--- config.mk ---
export PLATFORM = sky130hd
export DESIGN_NAME = three_phase_sine_sched
export DESIGN_NICKNAME = d
export VERILOG_FILES = /design/src/rtl/three_phase_sine_sched_pkg.sv /design/src/rtl/three_phase_sine_sched_phase_accum.sv /design/src/rtl/three_phase_sine_sched.sv
export SDC_FILE = /design/constraint.sdc
export NUM_CORES = 1
export LEC_CHECK = 0
export BUFFER_PORTS_ARGS = -buffer_cell sky130_fd_sc_hd__buf_2
export CELL_PAD_IN_SITES_DETAIL_PLACEMENT = 1
export CELL_PAD_IN_SITES_GLOBAL_PLACEMENT = 1
export CORE_MARGIN = 1
export CORE_UTILIZATION = 40
export CTS_BUF_LIST = sky130_fd_sc_hd__clkbuf_16
export DETAILED_ROUTE_END_ITERATION = 10
export HOLD_SLACK_MARGIN = 0.12
export PLACE_DENSITY_LB_ADDON = 0.15
export RECOVER_POWER = 25
export SETUP_SLACK_MARGIN = 0.5
export SLEW_MARGIN = 10
export SYNTH_ARGS = -nofsm -noshare
export SYNTH_HDL_FRONTEND = slang
export SYNTH_SLANG_ARGS = --single-unit
--- constraint.sdc ---
create_clock -name clk_i -period 6.5 [get_ports clk_i]
set_input_delay 0.975 -clock clk_i [delete_from_list [all_inputs] [get_ports clk_i]]
set_output_delay 0.975 -clock clk_i [all_outputs]
set_load 0.005 [all_outputs]
--- src/rtl/three_phase_sine_sched_pkg.sv ---
// three_phase_sine_sched_pkg: shared types, widths and defaults for the three-phase sine scheduler
package three_phase_sine_sched_pkg;

    typedef enum logic [2:0] {
        ST_IDLE = 3'd0,
        ST_PH_A = 3'd1,
        ST_PH_B = 3'd2,
        ST_PH_C = 3'd3,
        ST_UPD  = 3'd4
    } state_e;

    localparam int ANG_W        = 8;
    localparam int SINE_W       = 9;
    localparam int DUTY_W       = 9;
    localparam int MID_DEF      = 256;
    localparam int PH_B_OFS_DEF = 85;
    localparam int PH_C_OFS_DEF = 171;

    // Two's-complement sine to offset-binary duty: sign-extend, add 256, keep 9 bits.
    // Out-of-range -256 wraps to 0 on purpose (no clamping).
    function automatic logic [DUTY_W-1:0] to_offset_bin(input logic [SINE_W-1:0] s);
        logic [SINE_W:0] ext;
        ext = {s[SINE_W-1], s} + (SINE_W+1)'(256);
        return ext[DUTY_W-1:0];
    endfunction

endpackage

--- src/rtl/three_phase_sine_sched_phase_accum.sv ---
// phase_accum: DDS phase accumulator, adds FTW on an update strobe, cleared while disabled
//   clk_i, rst_n_i : clock, async active-low reset
//   clr_i          : synchronous clear (run enable low)
//   upd_i          : add ftw_i this edge
//   ftw_i          : frequency tuning word
//   ang_o          : top ANG_W bits of the accumulator (table angle)
module phase_accum #(
    parameter int ACC_W = 24,
    parameter int ANG_W = 8
) (
    input  logic             clk_i,
    input  logic             rst_n_i,
    input  logic             clr_i,
    input  logic             upd_i,
    input  logic [ACC_W-1:0] ftw_i,
    output logic [ANG_W-1:0] ang_o
);

    logic [ACC_W-1:0] acc_q, acc_d;

    always_comb acc_d = clr_i ? '0 : upd_i ? acc_q + ftw_i : acc_q;

    always_ff @(posedge clk_i or negedge rst_n_i)
        if (!rst_n_i) acc_q <= '0;
        else          acc_q <= acc_d;

    assign ang_o = acc_q[ACC_W-1 -: ANG_W];

endmodule

--- src/rtl/three_phase_sine_sched.sv ---
// three_phase_sine_sched: time-shares one sine LUT across phases A/B/C and publishes PWM duty words
//   clk_i, rst_n_i   : clock, async active-low reset
//   enable_i         : run enable; low forces idle, midpoint duties, accumulator clear
//   sync_i           : PWM period start pulse, requests a sample set
//   ftw_i            : frequency tuning word, applied at the update step
//   lut_theta_o      : registered angle to the external sine table
//   lut_sine_i       : two's-complement table result for lut_theta_o
//   duty_a/b/c_o     : offset-binary duty words
//   duty_valid_o     : one-cycle pulse when duties were updated
//   busy_o           : high outside IDLE
//   overrun_o        : one-cycle pulse when a SYNC was dropped while busy
module three_phase_sine_sched
    import three_phase_sine_sched_pkg::*;
#(
    parameter int ACC_W    = 24,
    parameter int PH_B_OFS = PH_B_OFS_DEF,
    parameter int PH_C_OFS = PH_C_OFS_DEF,
    parameter int MID      = MID_DEF
) (
    input  logic              clk_i,
    input  logic              rst_n_i,
    input  logic              enable_i,
    input  logic              sync_i,
    input  logic [ACC_W-1:0]  ftw_i,
    output logic [ANG_W-1:0]  lut_theta_o,
    input  logic [SINE_W-1:0] lut_sine_i,
    output logic [DUTY_W-1:0] duty_a_o,
    output logic [DUTY_W-1:0] duty_b_o,
    output logic [DUTY_W-1:0] duty_c_o,
    output logic              duty_valid_o,
    output logic              busy_o,
    output logic              overrun_o
);

    localparam logic [ANG_W-1:0]  OFS_B = ANG_W'(PH_B_OFS);
    localparam logic [ANG_W-1:0]  OFS_C = ANG_W'(PH_C_OFS);
    localparam logic [DUTY_W-1:0] MID_V = DUTY_W'(MID);

    state_e            state_q, state_d;
    logic [ANG_W-1:0]  ang, theta_q, theta_d;
    logic [DUTY_W-1:0] sha_q, sha_d, shb_q, shb_d, shc_q, shc_d;
    logic [DUTY_W-1:0] da_q, da_d, db_q, db_d, dc_q, dc_d;
    logic              valid_q, valid_d, ovr_q, ovr_d, busy;

    assign busy = state_q != ST_IDLE;

    // Accumulator only moves at UPD, so ANG is stable across the whole A/B/C walk.
    phase_accum #(.ACC_W(ACC_W), .ANG_W(ANG_W)) u_phase_accum (
        .clk_i   (clk_i),
        .rst_n_i (rst_n_i),
        .clr_i   (!enable_i),
        .upd_i   (enable_i && state_q == ST_UPD),
        .ftw_i   (ftw_i),
        .ang_o   (ang)
    );

    // Each capture state reads the sine for the angle issued one edge earlier
    // while issuing the next phase's angle.
    always_comb begin
        state_d = state_q;
        theta_d = theta_q;
        sha_d   = sha_q;
        shb_d   = shb_q;
        shc_d   = shc_q;
        da_d    = da_q;
        db_d    = db_q;
        dc_d    = dc_q;
        valid_d = 1'b0;
        ovr_d   = enable_i && sync_i && busy;
        if (!enable_i) begin
            state_d = ST_IDLE;
            theta_d = '0;
            sha_d   = MID_V;
            shb_d   = MID_V;
            shc_d   = MID_V;
            da_d    = MID_V;
            db_d    = MID_V;
            dc_d    = MID_V;
        end else begin
            case (state_q)
                ST_IDLE: if (sync_i) begin
                    state_d = ST_PH_A;
                    theta_d = ang;
                end
                ST_PH_A: begin
                    sha_d   = to_offset_bin(lut_sine_i);
                    theta_d = ang + OFS_B;
                    state_d = ST_PH_B;
                end
                ST_PH_B: begin
                    shb_d   = to_offset_bin(lut_sine_i);
                    theta_d = ang + OFS_C;
                    state_d = ST_PH_C;
                end
                ST_PH_C: begin
                    shc_d   = to_offset_bin(lut_sine_i);
                    state_d = ST_UPD;
                end
                ST_UPD: begin
                    da_d    = sha_q;
                    db_d    = shb_q;
                    dc_d    = shc_q;
                    valid_d = 1'b1;
                    state_d = ST_IDLE;
                end
                default: state_d = ST_IDLE;
            endcase
        end
    end

    always_ff @(posedge clk_i or negedge rst_n_i)
        if (!rst_n_i) begin
            state_q <= ST_IDLE;
            theta_q <= '0;
            sha_q   <= MID_V;
            shb_q   <= MID_V;
            shc_q   <= MID_V;
            da_q    <= MID_V;
            db_q    <= MID_V;
            dc_q    <= MID_V;
            valid_q <= 1'b0;
            ovr_q   <= 1'b0;
        end else begin
            state_q <= state_d;
            theta_q <= theta_d;
            sha_q   <= sha_d;
            shb_q   <= shb_d;
            shc_q   <= shc_d;
            da_q    <= da_d;
            db_q    <= db_d;
            dc_q    <= dc_d;
            valid_q <= valid_d;
            ovr_q   <= ovr_d;
        end

    assign lut_theta_o  = theta_q;
    assign duty_a_o     = da_q;
    assign duty_b_o     = db_q;
    assign duty_c_o     = dc_q;
    assign duty_valid_o = valid_q;
    assign busy_o       = busy;
    assign overrun_o    = ovr_q;

endmodule
==> results of run 1 <==
[area by class of cell]
class                   instances  area (µm²)
diodes                          1       2.502
clock buffers                   9       225.2
clock inverters                 7       51.30
fillers                      1527        6713
inverters                       9       33.78
multi-input cells             436        2755
flip-flops and latches         91        2285
well taps                     172       215.2
repair buffers                 78       390.4
[state kept, by name, summed over array words and instances, names as in the netlist]
signal / count
duty_c_o: 9
duty_a_o: 9
shc_q: 9
state_q: 3
duty_b_o: 9
lut_theta_o: 8
sha_q: 9
duty_valid_o: 1
u_phase_accum.acc_q: 24
shb_q: 9
overrun_o: 1
[placed cells by master (no fill, tap or decap), drive strengths merged, types with 15 or more instances in the layout]
master | Yosys | routed
o21ai | 42 | 42
dfrtp | 85 | 85
nand2 | 120 | 120
xnor2 | 18 | 18
nand3 | 15 | 15
ha | 29 | 29
a21oi | 27 | 27
a21boi | 35 | 35
buf | 13 | 72
clkbuf | 18 | 15
nor2 | 19 | 19
[metrics by stage]
| stage | util | setup slack [ns] |
|---|---|---|
| after floorplan | - | 3.622 |
| final | 0.4702 | 2.410 |
| after global placement | 0.4492 | 3.225 |
| after detailed placement | 0.4492 | 3.075 |
| after global routing | 0.4700 | 1.927 |
| after CTS | 0.4710 | 3.298 |
[cells by family after synthesis]
| logic type | after synthesis | synth area share |
|---|---|---|
| adders and majority gates | 31 | 0.07742 |
| DFF | 91 | 0.4390 |
| and+or+nand+nor | 206 | 0.1796 |
| buffers and inverters | 40 | 0.03150 |
| xor gates and xnor gates | 26 | 0.04376 |
| muxes | 13 | 0.02501 |
| AOI/OAI and AO/OA | 160 | 0.2037 |
[final timing paths]
check | startpoint | end | slack (ns) | cells after the start
max in group asynchronous | rst_n_i | u_phase_accum.acc_q[6] | 3.58 | 2
min in group asynchronous | rst_n_i | u_phase_accum.acc_q[15] | 1.21 | 1
setup / recovery | enable_i | shc_q[6] | 2.41 | 5
hold reg to reg | lut_theta_o[4] | lut_theta_o[4] | 0.48 | 2
setup reg to reg | state_q[0] | lut_theta_o[7] | 3.33 | 11
hold / removal | lut_theta_o[4] | lut_theta_o[4] | 0.48 | 2
[per-layer routing]
layer	vias to the layer above	share of wire	global-route usage
li1	2103	-	-
met1	2130	0.48	0.2937
met2	65	0.47	0.3702
met3	13	0.032	0.03609
met4	0	0.015	0.07521
met5	-	0	0
[Yosys cell counts (3+ instances only)]
library cell	n
a211oi_1	6
a21boi_0	35
a21o_1	9
a21oi_1	27
a22o_1	8
a31oi_1	5
and2_1	10
and3_1	3
buf_1	4
buf_2	8
clkbuf_1	18
dfrtp_1	85
dfstp_2	6
ha_1	29
inv_1	9
mux2i_1	13
nand2_1	120
nand3_1	15
nand4_1	4
nor2_1	19
nor2b_1	11
nor3_1	6
nor4_1	3
o211ai_1	5
o21a_1	5
o21ai_0	41
o21bai_1	3
or3_1	4
xnor2_1	18
xor2_1	8
[worst max-delay path, stage by stage]
cell and delay (ns):
buf_2 0.07, clkbuf_1 1.95, nand2b_1 0.35, nor2_1 0.75, a22o_1 0.24
[power groups by stage]
stage / Combinational, µW / Clock [µW] / Sequential (µW)
finish: 166 / 504 / 597
global route: 188 / 540 / 599
CTS: 168 / 519 / 597
detailed placement: 167 / 0 / 608
global placement: 162 / 0 / 607
floorplan: 109 / 0 / 603
==> impl_metrics.yaml, run 1 <==
power:
  ir_drop_uv: 100.0
  power_frac_comb: 0.131
  power_frac_seq: 0.471
  finalPower_uw: 1266
  cellPowerDensity_mw_per_mm2: 212.5
  p_switching_uw: 353.6
  internal_power_uw: 912.4
  leakagePower_uw: 0.002819
  swShare: 0.2793
  p_clk_frac: 0.398
timing:
  drv_slew: 104
  final.min_clock_period_ns: 4.090
  final-hold-violation-count: 0
  skew_ns: 0.005444
  fin_setup_tns_ns: 0
  setup_viol: 0
  whs_ns: 0.4764
  worst_slew_margin_rel: -0.8637
  worstMarginPinSlew_ns: 2.796
  max_clock_freq_mhz: 244.5
  period_share: 0.6292
  rsz0062_at_grt: "no"
floorplan:
  io_pins: 75
  dieArea_mm2: 0.01347
  fp.dieH_um: 116.1
  core-area_mm2: 0.01267
  fp.dieW_um: 116.1
  core.rowCount: 41
  initial_core_util: 0.4107
placement:
  gp_congestion: 0.8625
  dp_cells: 786
  hpwl_mm: 9.588
  place_area_mm2: 0.005692
  port-buffer-count: 74
route:
  drt-pass1-iter-count: 4
  vias_per_cell: 5.369
  wire_per_inst_um: 17.14
  ant_nets: 0
  initialDrtViolationCount: 174
  vias: 4311
  routed_wl_mm: 13.76
  drc: 0
cells_and_area:
  instances_no_fill: 803
  layout-drive-gt1-share: 0.1571
  nets: 693
  syn_to_final_growth_pct: 14.50
  final_area_mm2: 0.005958
critical_path:
  crit_path_start_kind: "primary input"
  path_max_fanout: 71
  arrival_ns: 4.37
  worstSetupPathType: "primary input to flip-flop"
  critPathRequiredTime_ns: 6.78
  crit_path_end_kind: "flip-flop"
yosys:
  syn-cell-area_mm2: 0.005204
  yosysSeqAreaShare: 0.4390
  ys_types: 55
  ys_warn_count: 0
  synth-seq-cells: 91
  yosys.area.top_type: "dfrtp_1"
  syn_nets: 635
  yosys-top-cells-area: "dfrtp_1 (41%), nand2_1 (8.7%), ha_1 (7.0%)"
  yosysTopAreaCellShare: 0.4088
  synth-main-ff-cell: "dfrtp_1"
  async_flop_share: 1.000
  synth-edff-count: 0
  syn_inst: 567
  synth_area_per_cell_um2: 9.178
clock_network:
  postCtsSetupRepairBufs: 0
  ctsHoldBuffers: 0
  clk_path_buf_depth: 2
  cts_buffers: 9
  cts_sinks: 91
  path_clk_slew_ns: 0.07
  clk_latency_ns: 0.34
  htreeDepth: 3
  cts_tree: "done"
  root_buffer: "clkbuf_16"
  post_cts_resized: 0
grt:
  grt.total_usage: 0.2222
  grt_max_degree: 72
  antenna_found_initial: 1
  grt-ovfl-total: 0
  grt_pass1_vias: 4645
  grt_pass1_wl_mm: 22.98
hold_path:
  worst_hold_path_type: "flip-flop to flip-flop"
status:
  violations: "max-capacitance violations, max-slew violations"
  status: "finished with violations"
job:
  cap_violations: 2
(Power assumes the default switching activity.)
==> run 2, diff against run 1 <==
- ABC_AREA: unset -> 1
- CORE_UTILIZATION: 40 -> 38
- clock period: 6.5 -> 3.35 ns (I/O delays scaled with it)
==> run 2 against run 1 <==
The flow still finishes with violations (max-capacitance violations, max-slew violations). Count of clock-buffer cells in the layout is the same. Utilization down 1.7 points. Total power grew 110%. Critical path type is now flip-flop to flip-flop. Largest power group unchanged. Highest routed layer unchanged.
==> impl_metrics.yaml, run 2 <==
status:
  status: "finished with violations"
  violations: "max-capacitance violations, max-slew violations"
placement:
  hpwl_mm: 12.19
  gp_congestion: 0.9014
  place_area_mm2: 0.006080
  port-buffer-count: 74
yosys:
  syn_inst: 759
  synth-edff-count: 0
  synth-seq-cells: 91
  yosysTopAreaCellShare: 0.3851
  syn_nets: 827
  yosys-top-cells-area: "dfrtp_1 (39%), nand2_1 (19%), inv_1 (8.0%)"
  ys_warn_count: 0
  syn-cell-area_mm2: 0.005523
  yosysSeqAreaShare: 0.4137
  synthTopCellsByCount: "nand2_1 (276), inv_1 (117), dfrtp_1 (85)"
  yosys.area.top_type: "dfrtp_1"
  async_flop_share: 1.000
  synth.most_common_cell: "nand2_1"
  synth_area_per_cell_um2: 7.276
  synth-main-ff-cell: "dfrtp_1"
  ys_types: 39
cells_and_area:
  largest_register_ffs: 24
  nets: 901
  regMostFlops: "u_phase_accum.acc_q"
  post-route-util: 0.4535
  syn_to_final_growth_pct: 15.31
  final_area_mm2: 0.006369
  layout-drive-gt1-share: 0.1456
  n_antenna_cell: 0
  layout_common_cells: "nand2_1 (276), inv_1 (117), dfrtp_1 (85), buf_2 (73), o21ai_0 (61)"
  layout.cells.most_common: "nand2_1"
timing:
  rsz0062_at_grt: "no"
  skew_ns: 0.01167
  drv_slew: 62
  fin_setup_tns_ns: 0
  final.min_clock_period_ns: 2.591
  final-hold-violation-count: 0
  period_share: 0.7733
  setup_viol: 0
  max_clock_freq_mhz: 386.0
  worst_slew_margin_rel: -0.1450
  worstMarginPinSlew_ns: 1.717
  whs_ns: 0.3355
grt:
  grt.total_usage: 0.2348
  grt_pass1_wl_mm: 26.83
  grt-ovfl-total: 0
  antenna_found_initial: 0
  grt_max_degree: 63
  grt_pass1_vias: 5448
floorplan:
  dieArea_mm2: 0.01502
  fp.dieH_um: 122.6
  core-area_mm2: 0.01404
  initial_core_util: 0.3933
  io_pins: 75
  core.rowCount: 43
  fp.dieW_um: 122.6
clock_network:
  clk_latency_ns: 0.36
  cts_tree: "done"
  cts_sinks: 91
  ctsHoldBuffers: 0
  cts_buffers: 9
  path_clk_slew_ns: 0.07
  post_cts_resized: 0
  root_buffer: "clkbuf_16"
  clk_path_buf_depth: 2
  htreeDepth: 3
  postCtsSetupRepairBufs: 0
route:
  initialDrtViolationCount: 170
  vias: 5087
  routed_wl_mm: 16.14
  drt-pass1-iter-count: 4
  wire_per_inst_um: 15.86
  vias_per_cell: 4.997
  drc: 0
  ant_nets: 0
power:
  finalPower_uw: 2626
  leakagePower_uw: 0.003614
  cellPowerDensity_mw_per_mm2: 412.3
  ir_drop_uv: 233.0
critical_path:
  worstSetupPathType: "flip-flop to flip-flop"
  crit_path_end_kind: "flip-flop"
  arrival_ns: 2.83
  crit_path_start_kind: "flip-flop"
  critPathRequiredTime_ns: 3.59
  path_max_fanout: 12
job:
  cap_violations: 1
hold_path:
  worst_hold_path_type: "primary input to flip-flop"
-- run 2: cell count changes after synthesis, moves of 10 or more --
cell / before / now
nand2_1: 120 / 276
inv_1: 9 / 117
a21boi_0: 35 / 1
nor2_1: 19 / 44
o21ai_0: 41 / 61
nand3_1: 15 / 33
xnor2_1: 18 / 2
clkbuf_1: 18 / 5
mux2i_1: 13 / 1
nor2b_1: 11 / 0
and2_1: 10 / 0
-- run 2: worst paths after layout --
kind | start | cells past startpoint | slack [ns] | end
setup / recovery | state_q[2] | 12 | 0.76 | lut_theta_o[4]
hold / removal | lut_sine_i[8] | 2 | 0.34 | shc_q[8]
setup reg to reg | state_q[2] | 12 | 0.76 | lut_theta_o[4]
hold reg to reg | lut_theta_o[4] | 2 | 0.48 | lut_theta_o[4]
max in group asynchronous | rst_n_i | 1 | 1.74 | shb_q[4]
min in group asynchronous | rst_n_i | 1 | 0.55 | u_phase_accum.acc_q[6]
-- run 2: area by class of cell --
class	count	area [µm²]
clock buffers	9	225.2
repair buffers	77	405.4
clock inverters	7	66.31
well taps	180	225.2
inverters	123	461.7
flip-flops and latches	91	2285
fillers	1811	7674
multi-input cells	531	2700
-- run 2: critical path, stage by stage (launching register included) --
cell and delay, ns:
dfrtp_1 0.56, nor2_4 0.12, nand2_4 0.13, clkinv_1 0.37, fa_1 0.57, nand2_1 0.09, inv_1 0.05, o21ai_0 0.15
nand2_1 0.08, xor2_1 0.14, inv_1 0.05, nor2_1 0.12, o21ai_2 0.06
-- run 2: power by group --
group	switching (µW)	internal, µW	leakage, µW
Combinational	280	130	0.00225
Sequential	30.9	1150	0.00123
Clock	508	524	0.000144
Total	819	1810	0.00361
-- run 2: cell families after synthesis --
kind of cell,Yosys count,share of synthesized area
AOI/OAI and AO/OA,116,0.1232
muxes,1,0.001812
xor gates and xnor gates,6,0.009515
DFF,91,0.4137
adders and majority gates,31,0.07295
and+or+nand+nor,377,0.2800
buffers and inverters,137,0.09877
-- run 2: layer usage --
layer,part of all wire,vias up,wire length (µm),track usage
met5,0,-,0,0
met2,0.50,78,8018,0.4105
li1,-,2535,-,-
met1,0.45,2451,7321,0.2944
met4,0.021,0,346,0.08003
met3,0.028,23,455,0.03439
-- run 2: metrics by stage --
stage               setup WS [ns]  cells
floorplan                   1.222    759
global placement           0.9032   1002
detailed placement         0.7966   1002
CTS                        0.7745   1018
global route               0.5019   1018
finish                     0.7593   1018
==> run 3, diff against run 2 <==
- CORE_UTILIZATION: 38 -> 40
- clock period: 3.35 -> 2.4 ns (I/O delays scaled with it)
==> run 3 against run 2 <==
The run now ends clean. Worst hold slack got worse by 0.16 ns. Final cell count increased by 1.6%. Die area decreased by 4.9%. Design area increased by 9.9%. Fmax increased by 36%. Sequential share of layout area decreased by 3.1 points. Setup slack got worse by 0.26 ns. Register-to-register slack got worse by 0.26 ns. Via count increased by 5.1%. Non-clock buffer count increased by 20. Critical path type unchanged.
==> impl_metrics.yaml, run 3 (same netlist as run 2, synthesis figures left out) <==
status:
  status: "finished clean"
placement:
  gp_congestion: 0.8633
  port-buffer-count: 74
  place_area_mm2: 0.006131
  hpwl_mm: 12.28
timing:
  worstMarginPinSlew_ns: 1.010
  period_share: 0.7929
  rsz0062_at_grt: "yes"
  worst_slew_margin_rel: 0.3266
  setup_viol: 0
  max_clock_freq_mhz: 525.5
  drv_slew: 0
  fin_setup_tns_ns: 0
  skew_ns: 0.01129
  final-hold-violation-count: 0
  final.min_clock_period_ns: 1.903
cells_and_area:
  n_antenna_cell: 0
  nets: 921
  largest_register_ffs: 24
  post-route-util: 0.5242
  layout-drive-gt1-share: 0.2483
  syn_to_final_growth_pct: 26.69
  layout_common_cells: "nand2_1 (268), inv_1 (114), dfrtp_1 (78), buf_2 (73), o21ai_0 (59)"
  layout.cells.most_common: "nand2_1"
  regMostFlops: "u_phase_accum.acc_q"
  final_area_mm2: 0.006997
critical_path:
  reg2reg_setup_slack_ns: 0.50
  cp_slowest_cell: "dfrtp_1"
  worstSetupPathType: "flip-flop to flip-flop"
  crit_chain: "nor2_4 > nand2_8 > clkinv_8 > fa_2 > nand2_1 > inv_1 > o21ai_1 > nand2_1 > xor2_1 > inv_1 > nor2_2 > o21ai_2"
  cp_top_family: "simple AND/OR/NAND/NOR gates"
  crit_path_start_kind: "flip-flop"
  arrival_ns: 2.14
  critical_path_buf_inv_count: 3
  crit_path_end_kind: "flip-flop"
  critPathRequiredTime_ns: 2.64
  path_max_fanout: 7
  max_stage_delay_ns: 0.40
route:
  ant_nets: 0
  drt-pass1-iter-count: 4
  vias_per_cell: 5.170
  routed_wl_mm: 17.49
  wire_per_inst_um: 16.91
  initialDrtViolationCount: 198
  vias: 5346
  drc: 0
floorplan:
  dieArea_mm2: 0.01428
  fp.dieH_um: 119.5
  fp.dieW_um: 119.5
  core-area_mm2: 0.01335
  io_pins: 75
  initial_core_util: 0.4138
  core.rowCount: 42
power:
  finalPower_uw: 3793
  cellPowerDensity_mw_per_mm2: 542.1
  power_frac_comb: 0.185
  p_clk_frac: 0.379
  p_switching_uw: 1196
  ir_drop_uv: 535.2
  swShare: 0.3153
  power_frac_seq: 0.436
  leakagePower_uw: 0.003724
  internal_power_uw: 2597
job:
  cap_violations: 0
grt:
  antenna_found_initial: 0
  grt_max_degree: 38
  grt-ovfl-total: 0
  grt_pass1_wl_mm: 28.43
  grt_pass1_vias: 5784
  grt.total_usage: 0.2543
clock_network:
  cts_buffers: 9
  htreeDepth: 3
  cts_sinks: 91
  clk_latency_ns: 0.36
  root_buffer: "clkbuf_16"
  cts_tree: "done"
  path_clk_slew_ns: 0.07
  clk_path_buf_depth: 2
hold_path:
  worst_hold_path_type: "primary input to flip-flop"
[run 3: cell types whose count changed in the layout (fill, tap and decap cells not counted), moves of 8 or more]
cell,before,now
nand3_2,0,8
nand2_1,276,268
ha_4,0,23
nand2_2,1,9
ha_1,29,3
nand3_1,33,25
nor2_1,44,34
buf_4,2,20
[run 3: power groups by stage]
stage | clock (µW) | sequential [µW] | combinational, µW
2_1_floorplan | 0 | 1670 | 373
3_3_place_gp | 0 | 1680 | 563
3_5_place_dp | 0 | 1680 | 584
4_1_cts | 1470 | 1650 | 630
5_1_grt | 1530 | 1660 | 781
6_report | 1440 | 1650 | 702
[run 3: final timing paths]
| path | from | endpoint | cells past startpoint |
|---|---|---|---|
| worst min-delay path | lut_sine_i[8] | shc_q[8] | 2 |
| min in group asynchronous | rst_n_i | u_phase_accum.acc_q[15] | 2 |
| worst max register to register | state_q[0] | lut_theta_o[4] | 12 |
| worst min register to register | sha_q[8] | duty_a_o[8] | 2 |
| worst max-delay path | state_q[0] | lut_theta_o[4] | 12 |
| max in group asynchronous | rst_n_i | duty_b_o[3] | 3 |
[run 3: cell type report]
cell class | count | area (µm²)
Fill cell | 1688 | 6351
Clock buffer | 9 | 225.2
Tap cell | 176 | 220.2
Sequential cell | 91 | 2293
Clock inverter | 7 | 67.56
Multi-Input combinational cell | 531 | 3144
Timing Repair Buffer | 97 | 570.5
Inverter | 123 | 475.5
[run 3: metal layers]
layer  part of all wire  up-vias  track usage
met2               0.52       91       0.4563
li1                   -     2569            -
met3              0.026       37      0.03707
met4              0.026        0       0.1086
met5                  0        -            0
met1               0.43     2649       0.3013
[run 3: through the flow]
stage / instances / worst slack, ns / hold WS (ns)
6_report: 1034 / 0.4971 / 0.1737
3_3_place_gp: 1003 / 0.2717 / 0.3677
5_1_grt: 1034 / 0.4169 / 0.1802
4_1_cts: 1024 / 0.4621 / 0.1589
2_1_floorplan: 759 / 0.5288 / 0.06441
3_5_place_dp: 1003 / 0.2224 / 0.3766
[run 3: timing repair]
action,CTS,global route
pin swaps,3,11
setup endpoints to repair,18,32
hold buffers,1,0
setup buffers,4,10
endpoints found under the hold margin,33,0
resized for setup,27,65
